[config.mk]
export PLATFORM = sky130hd
export DESIGN_NAME = tx_gearbox_66to32
export DESIGN_NICKNAME = d
export VERILOG_FILES = /design/src/rtl/tx_gearbox_66to32.sv
export SDC_FILE = /design/constraint.sdc
export NUM_CORES = 1
export LEC_CHECK = 0
export ABC_CLOCK_PERIOD_IN_PS = 7100
export CAP_MARGIN = 10
export CORE_MARGIN = 5
export CORE_UTILIZATION = 35
export CTS_CLUSTER_SIZE = 12
export DETAILED_ROUTE_END_ITERATION = 7
export PLACE_DENSITY = 0.5
export REMOVE_ABC_BUFFERS = 1
export SKIP_LAST_GASP = 1
export SLEW_MARGIN = 20
export SYNTH_ARGS = -nofsm -noshare
export SYNTH_HDL_FRONTEND = slang
export SYNTH_SLANG_ARGS = --single-unit
[constraint.sdc]
create_clock -name clk_i -period 7.1 [get_ports clk_i]
set_input_delay 0.71 -clock clk_i [delete_from_list [all_inputs] [get_ports clk_i]]
set_output_delay 0.71 -clock clk_i [all_outputs]
set_load 0.02 [all_outputs]
[src/rtl/tx_gearbox_66to32.sv]
// Transmit 66b->32b gearbox: packs {sync, payload} blocks MSB-first into
// 32-bit words, inserts idle blocks when upstream is empty, and can insert
// single fill bits (slips) to shift the stream by a known bit offset.
// Ports:
//   clk_i, rst_ni         clock, asynchronous active-low reset
//   en_i                  advance enable (low holds all state)
//   data_i, sync_i        block payload and sync header
//   data_valid_i          data_i/sync_i carry a real block
//   block_rd_o            block consumed at this edge (combinational)
//   slip_i                insert one SLIP_FILL bit this cycle
//   tx_word_o, tx_dv_o    output word (bit 31 first) and its update strobe
//   offset_o              cumulative slip count modulo 66
module tx_gearbox_66to32 #(
    parameter logic [1:0]  IDLE_SYNC    = 2'b10,
    parameter logic [63:0] IDLE_PAYLOAD = 64'h7800_0000_0000_0000,
    parameter logic        SLIP_FILL    = 1'b0
) (
    input  logic        clk_i,
    input  logic        rst_ni,
    input  logic        en_i,
    input  logic [63:0] data_i,
    input  logic [1:0]  sync_i,
    input  logic        data_valid_i,
    output logic        block_rd_o,
    input  logic        slip_i,
    output logic [31:0] tx_word_o,
    output logic        tx_dv_o,
    output logic [6:0]  offset_o
);

    localparam int unsigned BLK_W  = 66;
    localparam int unsigned WORD_W = 32;
    localparam int unsigned BUF_W  = 98;
    localparam int unsigned CNT_W  = 7;

    logic [CNT_W-1:0]  r_q;
    logic [BUF_W-1:0]  buf_q;

    logic [CNT_W-1:0]  n_c;
    logic              rd_c;
    logic [BLK_W-1:0]  blk_c;
    logic [BUF_W-1:0]  keep_c;
    logic [BUF_W-1:0]  stream_c;
    logic [WORD_W-1:0] word_c;
    logic [BUF_W-1:0]  buf_nxt_c;
    logic [CNT_W-1:0]  r_nxt_c;

    // Stream assembly: residual bits, then the new block appended right after them.
    always_comb begin
        n_c       = slip_i ? CNT_W'(31) : CNT_W'(32);
        rd_c      = rst_ni && en_i && (r_q < n_c);
        blk_c     = data_valid_i ? {sync_i, data_i} : {IDLE_SYNC, IDLE_PAYLOAD};
        // Bits beyond R are cleared so the OR-merge below never sees stale data.
        keep_c    = buf_q & ~({BUF_W{1'b1}} >> r_q);
        stream_c  = keep_c;
        if (rd_c) begin
            stream_c = keep_c | ({blk_c, (BUF_W - BLK_W)'(0)} >> r_q);
        end
        word_c    = stream_c[BUF_W-1 -: WORD_W];
        buf_nxt_c = stream_c << 32;
        if (slip_i) begin
            word_c    = {SLIP_FILL, stream_c[BUF_W-1 -: WORD_W-1]};
            buf_nxt_c = stream_c << 31;
        end
        // R + 66 stays below 98 because a block loads only when R < N <= 32.
        r_nxt_c   = CNT_W'(8'(r_q) + (rd_c ? 8'd66 : 8'd0) - 8'(n_c));
    end

    assign block_rd_o = rd_c;

    // State and registered outputs.
    always_ff @(posedge clk_i or negedge rst_ni) begin
        if (!rst_ni) begin
            r_q       <= '0;
            buf_q     <= '0;
            tx_word_o <= '0;
            tx_dv_o   <= 1'b0;
            offset_o  <= '0;
        end else if (en_i) begin
            r_q       <= r_nxt_c;
            buf_q     <= buf_nxt_c;
            tx_word_o <= word_c;
            tx_dv_o   <= 1'b1;
            if (slip_i) begin
                offset_o <= (offset_o == CNT_W'(65)) ? '0 : offset_o + CNT_W'(1);
            end
        end else begin
            tx_dv_o   <= 1'b0;
        end
    end

endmodule
# Yosys cells after proc, flatten, opt, wreduce, memory -nomap -nowiden
# Cells that the tools add are included.
[classes] n_mux=8 eq_ne=1 order_cmp=1 add_sub_neg=3 bitwise_logic=3 shifts=2 reduce_logical=3
[op_table] operator="98-bit two-way mux" n=2
[op_table] operator="98-bit bitwise AND" n=1
[op_table] operator="98-bit inverter" n=1
[op_table] operator="98-bit OR" n=1
[op_table] operator="98-bit by 7-bit >> shifter with 98-bit output" n=1
[op_table] operator="98-bit by 7-bit >> shifter with 98-bit output (first input constant)" n=1
[op_table] operator="66-bit two-way mux" n=1
[op_table] operator="32-bit two-way mux" n=1
[op_table] operator="7-bit two-way mux" n=2
[op_table] operator="7-bit by 1-bit adder with 7-bit output (second input constant)" n=1
[op_table] operator="7-bit adder" n=1
[op_table] operator="7-bit == test (second input constant)" n=1
[op_table] operator="7-bit by 6-bit less-than comparator with 1-bit output" n=1
[op_table] operator="7-bit by 6-bit subtractor with 7-bit output" n=1
[op_table] operator="6-bit two-way mux" n=1
[op_table] operator="1-bit logical AND" n=2
[op_table] operator="2-bit AND reduction" n=1
[op_table] operator="1-bit two-way mux" n=1
[word_totals] regBits=145 out_inout_bits=41 elab_cells=26

# Logic depth before layout (Yosys ltp)
# Gate-level depths: netlist (run 1).
[depth] ltp_word=6 mapped_depth=21 ltp_nobuf=16

# Worst setup path before layout (run 1)
# Ideal clock, no wire load.
[synth_path] kind="input -> register" from="input slip_i" to="register r_q[6]" t_arrival_ns=4.944 setup_slack_ns=2.068 path_stages=18 n_path_buf=3 path_cell_list="clkinv_1 > buf_1 > clkbuf_1 > ha_1 > and3b_1 > o21ai_0 > nand2_1 > inv_1 > clkbuf_1 > fa_1 > ha_1 > a21o_1 > a21oi_1 > o21bai_1 > a21oi_1 > xor2_1 > o21ai_0 > a22oi_1"
[synth_between] elab_chain_cells=6
[synth_lines] item="start: declaration" line="25" rtl="input logic slip_i,"
[synth_lines] item="6-bit two-way mux" line="50" rtl="n_c = slip_i ? CNT_W'(31) : CNT_W'(32);"
[synth_lines] item="7-bit by 6-bit less-than comparator with 1-bit output" line="51" rtl="rd_c = rst_ni && en_i && (r_q < n_c);"
[synth_lines] item="1-bit logical AND" line="51"
[synth_lines] item="via block_rd_o" line="24" rtl="output logic block_rd_o,"
[synth_lines] item="7-bit two-way mux" line="66" rtl="r_nxt_c = CNT_W'(8'(r_q) + (rd_c ? 8'd66 : 8'd0) - 8'(n_c));"
[synth_lines] item="7-bit adder" line="66"
[synth_lines] item="7-bit by 6-bit subtractor with 7-bit output" line="66"
[synth_lines] item="end signal: assignment" line="80" rtl="r_q <= r_nxt_c;"
[synth_lines] item="end: declaration" line="36" rtl="logic [CNT_W-1:0] r_q;"
# The timed path passes the listed nets, and every way through them passes these cells.
# A chain may end at the register's enable or synchronous reset.

# Worst setup path in the final report (run 1)
[layout_path] from="input slip_i" to="output block_rd_o"
[layout_between] elab_chain_cells=3
[layout_lines] item="6-bit two-way mux" line="50"
[layout_lines] item="7-bit by 6-bit less-than comparator with 1-bit output" line="51"
[layout_lines] item="1-bit logical AND" line="51"
[layout_lines] item="end: declaration" line="24"
# No other way between the ends.

==> summary.txt, run 1 <==
Floorplanning
  • FP Rows: 70
  • Total Die Area: 40600 um2
  • Die height: 202 um
  • Effective utilization at floorplan: 35.3%
  • Core area: 36400 um2
  • Die width: 202 um
  • # IOs: 112

Critical path
  • CP max stage delay: 660 ps
  • Slowest cell on crit path: clkdlybuf4s50_1
  • CP arrival: 3970 ps
  • CP Capture Type: primary output
  • Setup crit start kind: input pin
  • WS Path Type: in2out
  • Top Family by Delay on Critical Path: buffers and inverters
  • Cells along the critical path: buf_2 -> inv_2 -> ha_1 -> and3b_1 -> o21ai_0 -> nand2_1 -> inv_1 -> buf_4 -> clkdlybuf4s50_1
  • Critical path fanouts, max: 28
  • Worst path bufs/invs: 5
  • Required time worst endpoint: 6390 ps

Clock network
  • Post_cts resized: 0
  • TritonCTS Buffers: 17
  • CTS root buf: clkbuf_16
  • CTS tree: built
  • Clock tree buffer depth: 2
  • CTS hold repair buffers: 0
  • Clock transition at path regs: 50 ps
  • CTS H-tree depth: 4
  • Postcts setup bufs: 0
  • CTS Sinks: 114
  • Clk_lat worst skew: 450 ps

Timing
  • Max Slew Vio Count: 0
  • Min Tclk post-route: 4680 ps
  • Final period util: 65.9%
  • Slew @ Worst Pin: 1300 ps
  • Final setup vio count: 0
  • Max Freq: 214 MHz
  • Skew final: 11.0 ps
  • Slew margin rel.: 12.9%
  • Final Hold Fails: 0
  • RSZ-0062 raised after global routing: false

Placement
  • Cell Count Post-Placement: 1985
  • Buffers on Ports: 111
  • Placer congestion estimate: 1.04
  • HPWL Detailed: 50.2 mm

Synth
  • Count of cell types in the netlist: 90
  • Synthesized cell area: 12800 um2
  • Simple-Gate Fraction of Synth Area: 16.1%
  • EDFF count, synth: 0
  • Mux share of post-synthesis cell area: 23.7%
  • Yosys reg bits: 114
  • Yosys Warn Count: 0
  • FFs w/ async S/R, synth: 100%
  • Largest cells by area after synthesis: dfrtp_1 (22%), mux4_2 (14%), mux2i_1 (4.9%), nand2_1 (4.9%), mux2_2 (3.9%)
  • Top_reg_cell synth: dfrtp_1
  • Commonest cells in the synthesized netlist: nand2_1 (168), nor2_1 (130), dfrtp_1 (114)
  • Leading cell type by number of instances after synthesis: nand2_1
  • Post-synth top area cell: dfrtp_1
  • Main combinational cell family by area after synthesis: compound AO/OA/AOI/OAI gates
  • Top cell type's share of synthesized area: 22.2%
  • Synth Area in Compound Gates: 29.3%
  • Post-Syn Instances: 1503
  • Syn avg cell area: 8.55 um2
  • Area share of fa/ha/maj cells after synthesis: 1.73%
  • Post-synthesis xor/xnor area fraction: 0.613%
  • Post-synthesis sequential area ratio: 22.2%

Run
  • Max-cap viol count: 0

Hold path
  • Hold Crit Class: in2async

Power and ir drop
  • Leak: 5.64 nW
  • PD cells: 475 nW/um2
  • Overall Power: 0.00702 W
  • Peak VDD IR: 0.201 mV

Global route
  • Grt ovf: 0
  • All-layer global routing usage: 32.5%
  • Vias in the first global route: 14000
  • Largest net degree at the start of global routing: 111
  • Global-route wire length before repair: 99.4 mm
  • Initial antenna violation count: 1

Detailed routing
  • Drt pass-1 iters: 6
  • DR vias/cell: 6.92
  • Post-Route WL: 68.3 mm
  • Drt first-iter violations: 1802
  • Routed Antenna Nets: 0
  • Drt drc: 0
  • Routed vias: 14000
  • WL per Instance: 33.8 um

Layout
  • Fin cells: 2017
  • NumNets Final: 1623
  • Fraction of layout instances using a drive strength above 1: 14.5%
  • Layout area overhead: 15.0%

Outcome
  • Status: completed
cell type report:
class | count | area, um2
inverters | 44 | 165
clock inverters | 9 | 106
clock buffers | 22 | 474
fillers | 3707 | 21700
multi-input cells | 1209 | 9180
repair buffers | 150 | 1400
well taps | 468 | 586
diodes | 1 | 2.50
flip-flops and latches | 114 | 2860
per-layer routing:
metal / vias up / wire, um / global-route usage, %
met5: - / 0 / 0
met2: 854 / 30400 / 50.6
met3: 202 / 6200 / 7.27
met4: 0 / 3760 / 15.7
met1: 6981 / 27900 / 43.0
li1: 5924 / - / -
sequential cells by signal (all words and copies together) (netlist names):
name and cells:
buf_q 67, offset_o 7, r_q 7, tx_dv_o 1, tx_word_o 32
layout by cell type (no fill, tap or decap), types with 16 or more instances in the layout:
master | Yosys | final
nand2_1 | 168 | 168
nor2_1 | 130 | 127
dfrtp_1 | 114 | 109
clkdlybuf4s50_1 | 0 | 107
a21oi_1 | 84 | 84
mux4_2 | 78 | 78
o21ai_0 | 76 | 76
mux2i_1 | 63 | 63
mux2_2 | 44 | 44
buf_4 | 1 | 39
inv_1 | 38 | 37
o221ai_1 | 37 | 37
nor3_1 | 34 | 34
o21ai_1 | 33 | 33
nand3_1 | 30 | 30
a211oi_1 | 25 | 25
a22oi_1 | 22 | 22
o211ai_1 | 22 | 22
o22ai_1 | 21 | 21
a221o_1 | 18 | 18
o21a_1 | 17 | 17
clkbuf_16 | 0 | 17
and2_1 | 16 | 16
a31oi_1 | 16 | 16
worst paths after layout:
kind,from,to,slack [ps],cells after the start
setup / recovery,slip_i,block_rd_o,2420,9
hold / removal,rst_ni,r_q[3],420,1
setup reg to reg,r_q[3],buf_q[76],2670,8
hold reg to reg,tx_word_o[30],tx_word_o[30],480,1
max in group asynchronous,rst_ni,buf_q[70],5330,2
min in group clk_i,tx_word_o[30],tx_word_o[30],480,1
where the power goes:
part | internal [W] | switching [W]
Clock | 0.000540 | 0.000337
Sequential | 0.000839 | 0.000217
Combinational | 0.00169 | 0.00339
Total | 0.00307 | 0.00395
kinds of logic (layout without fill, tap and decap cells):
| kind of cell | Yosys count | after routing |
|---|---|---|
| AO/OA/AOI/OAI | 528 | 528 |
| flip-flops | 114 | 114 |
| AND/OR/NAND/NOR | 457 | 457 |
| buffers and inverters | 180 | 225 |
| other | 0 | 1 |
| adder cells (fa/ha/maj) | 16 | 16 |
| XOR/XNOR | 9 | 9 |
| multiplexers | 199 | 199 |
through the flow:
step                      setup WS [ps]  TNS [ps]  util, %  area [um2]  hold slack (ps)
after detailed placement           2280         0     39.0       14200              470
after floorplan                   -83.5      -126        -       12200              414
after global routing               2290         0     40.6       14800              504
after global placement             2370         0     39.0       14200              467
after CTS                          2500         0     40.6       14800              450
final                              2420         0     40.6       14800              422
Power figures use the tool's default switching activity.
==> inputs of run 2 (changes only) <==
--- a/config.mk
+++ b/config.mk
@@ -5,13 +5,13 @@
 export SDC_FILE = /design/constraint.sdc
 export NUM_CORES = 1
 export LEC_CHECK = 0
-export ABC_CLOCK_PERIOD_IN_PS = 7100
+export ABC_CLOCK_PERIOD_IN_PS = 3800
 export CAP_MARGIN = 10
 export CORE_MARGIN = 5
 export CORE_UTILIZATION = 35
 export CTS_CLUSTER_SIZE = 12
 export DETAILED_ROUTE_END_ITERATION = 7
-export PLACE_DENSITY = 0.5
+export PLACE_DENSITY = 0.52
 export REMOVE_ABC_BUFFERS = 1
 export SKIP_LAST_GASP = 1
 export SLEW_MARGIN = 20
==> constraint.sdc (replaced) <==
create_clock -name clk_i -period 3.8 [get_ports clk_i]
set_input_delay 0.38 -clock clk_i [delete_from_list [all_inputs] [get_ports clk_i]]
set_output_delay 0.38 -clock clk_i [all_outputs]
set_load 0.02 [all_outputs]
==> run 2 against run 1 <==
Compared with the run above:
- register-to-register slack lost 2400 ps
- clock-buffer cell count is the same
- flip-flop and latch count is the same
- highest routed layer unchanged
- largest cell class unchanged
==> summary.txt, run 2 (same netlist as run 1, synthesis figures left out) <==
Outcome
  • Status: completed

Detailed routing
  • DR vias/cell: 6.77 (-2.2%)
  • Drt drc: 0 (unchanged)
  • WL per Instance: 31.0 um (-8.4%)
  • Drt pass-1 iters: 6 (unchanged)
  • Post-Route WL: 64.7 mm (-5.3%)
  • Routed vias: 14100 (+1.1%)
  • Drt first-iter violations: 1889 (+4.8%)
  • Routed Antenna Nets: 0 (unchanged)

Power and ir drop
  • Peak VDD IR: 0.340 mV (+69%)
  • PD cells: 884 nW/um2 (+86%)
  • Leak: 6.02 nW (+6.8%)

Timing
  • Final period util: 91.9%
  • Final Hold Fails: 0 (unchanged)
  • Max Freq: 286 MHz
  • Slew margin rel.: 38.8% (+26 points)
  • Final setup vio count: 0 (unchanged)
  • Skew final: 15.2 ps (+4.20 ps)
  • Setup WS post-layout: 308 ps (-2110 ps)
  • Max Slew Vio Count: 0 (unchanged)
  • Min Tclk post-route: 3490 ps
  • RSZ-0062 raised after global routing: false
  • Slew @ Worst Pin: 918 ps (-384 ps)

Critical path
  • Reg-to-Reg End: r_q[6]
  • Setup crit start kind: register
  • R2R setup slack: 310 ps (-2360 ps)
  • Worst reg2reg path startpoint: r_q[0]
  • Required time worst endpoint: 4140 ps (-2250 ps)
  • CP arrival: 3830 ps (-140 ps)
  • WS Path Type: reg2reg
  • Crit path from: r_q[0]
  • Cells along the critical path: inv_2 -> ha_1 -> and3b_1 -> o21ai_1 -> nand2_1 -> inv_1 -> fa_1 -> ha_1 -> a21o_1 -> a21oi_1 -> o21bai_1 -> a21oi_1 -> xor2_1 -> o21ai_0 -> a22oi_1
  • CP max stage delay: 560 ps (-100 ps)
  • CP Capture Type: register
  • Slowest cell on crit path: dfrtp_4
  • Worst Setup EP: r_q[6]
  • Critical path fanouts, max: 10 (-64%)
  • Worst reg-to-reg path cell count: 15 (+7)

Placement
  • Worst slack, placed: 224 ps (-2060 ps)
  • Buffers on Ports: 111 (unchanged)
  • HPWL Detailed: 48.8 mm (-2.7%)
  • Cell Count Post-Placement: 2054 (+3.5%)
  • Placer congestion estimate: 1.06 (+2.4%)

Floorplanning
  • Die height: 202 um (unchanged)
  • FP Rows: 70 (unchanged)
  • Core area: 36400 um2 (unchanged)
  • Die width: 202 um (unchanged)
  • Effective utilization at floorplan: 35.3% (unchanged)
  • # IOs: 112 (unchanged)
  • Total Die Area: 40600 um2 (unchanged)

Clock network
  • Clk_lat worst skew: 440 ps (about the same)
  • CTS Sinks: 114 (unchanged)
  • TritonCTS Buffers: 17 (unchanged)
  • CTS tree: built
  • CTS H-tree depth: 4 (unchanged)
  • CTS root buf: clkbuf_16
  • Clock transition at path regs: 70 ps (+20 ps)
  • CTS hold repair buffers: 0 (unchanged)
  • Clock tree buffer depth: 2 (unchanged)

Layout
  • Layout area overhead: 19.9%
  • Max reg flops: 67 (unchanged)
  • Most frequent cells in the layout: nand2_1 (168), nor2_1 (128), dfrtp_1 (109)
  • Antenna Cells: 0 (-1)
  • Top Registers: buf_q x67, tx_word_o x32
  • Fin cells: 2085 (+3.4%)
  • Fraction of layout instances using a drive strength above 1: 18.2% (+3.7 points)
  • NumNets Final: 1692 (+4.3%)
  • Commonest non-fill, non-tap cell in the layout: nand2_1
  • Reg with most FFs: buf_q

Global route
  • Global-route wire length before repair: 95.4 mm (-4.0%)
  • Vias in the first global route: 13900 (-0.19%)
  • Grt ovf: 0 (unchanged)
  • Initial antenna violation count: 0 (-1)
  • All-layer global routing usage: 30.8% (-1.7 points)
  • Largest net degree at the start of global routing: 98 (-12%)

Run
  • Max-cap viol count: 0 (unchanged)

Hold path
  • Hold Crit Class: in2async
[run 2: cell count changes in the layout (fill, tap and decap cells not counted), sizes merged]
cell,previous run,this run
buf,43,112
bufinv,2,4
clkinvlp,3,1
diode,1,0
[run 2: worst min path at each step]
stage	slack, ps	end
after global routing	180	r_q[4]
after global placement	470	tx_word_o[26]
final	130	r_q[4]
after CTS	150	buf_q[50]
after floorplan	80	buf_q[31]
after detailed placement	470	buf_q[73]
[run 2: repair_timing]
| item | 4_1_cts | 5_1_grt |
|---|---|---|
| hold endpoints to repair | 0 | 0 |
| setup endpoints to repair | 0 | 1 |
| resized for setup | 0 | 1 |
| setup buffers | 0 | 0 |
[run 2: worst max-delay path, delay by kind of cell (launching register included)]
family                     cells  cell delay, ps
DFF                            1             560
xor gates and xnor gates       1             190
buffers and inverters          2             310
and+or+nand+nor                2             290
AOI/OAI and AO/OA              7            1150
adders and majority gates      3             880
[run 2: final cells by class]
class	instances	area [um2]
clock inverter	9	151
multi-input combinational	1209	9180
tap	468	586
fill	3727	21000
sequential	114	2860
inverter	44	165
clock buffer	22	494
timing repair buffer	219	1970
[run 2: stage by stage]
step                      hold WS [ps]  total power, W  instance area, um2  utilization, %  TNS (ps)
after detailed placement           468          0.0114               14800            40.5         0
after CTS                          150          0.0132               15400            42.3         0
after global routing               184          0.0141               15400            42.3         0
after global placement             465          0.0114               14800            40.5         0
after floorplan                   84.4         0.00742               12200               -   -217240
final                              127          0.0136               15400            42.3         0
[run 2: per-layer routing]
layer | share of wire [%] | vias to the layer above | track usage [%]
met2 | 43 | 909 | 46.7
met5 | 0 | - | 0
li1 | - | 6050 | -
met4 | 5.8 | 0 | 14.7
met1 | 41 | 6946 | 41.8
met3 | 10 | 208 | 6.95
[run 2: where the power goes]
part           internal, W  switching [W]
Sequential         0.00157       0.000272
Combinational      0.00356        0.00640
Clock              0.00118       0.000630
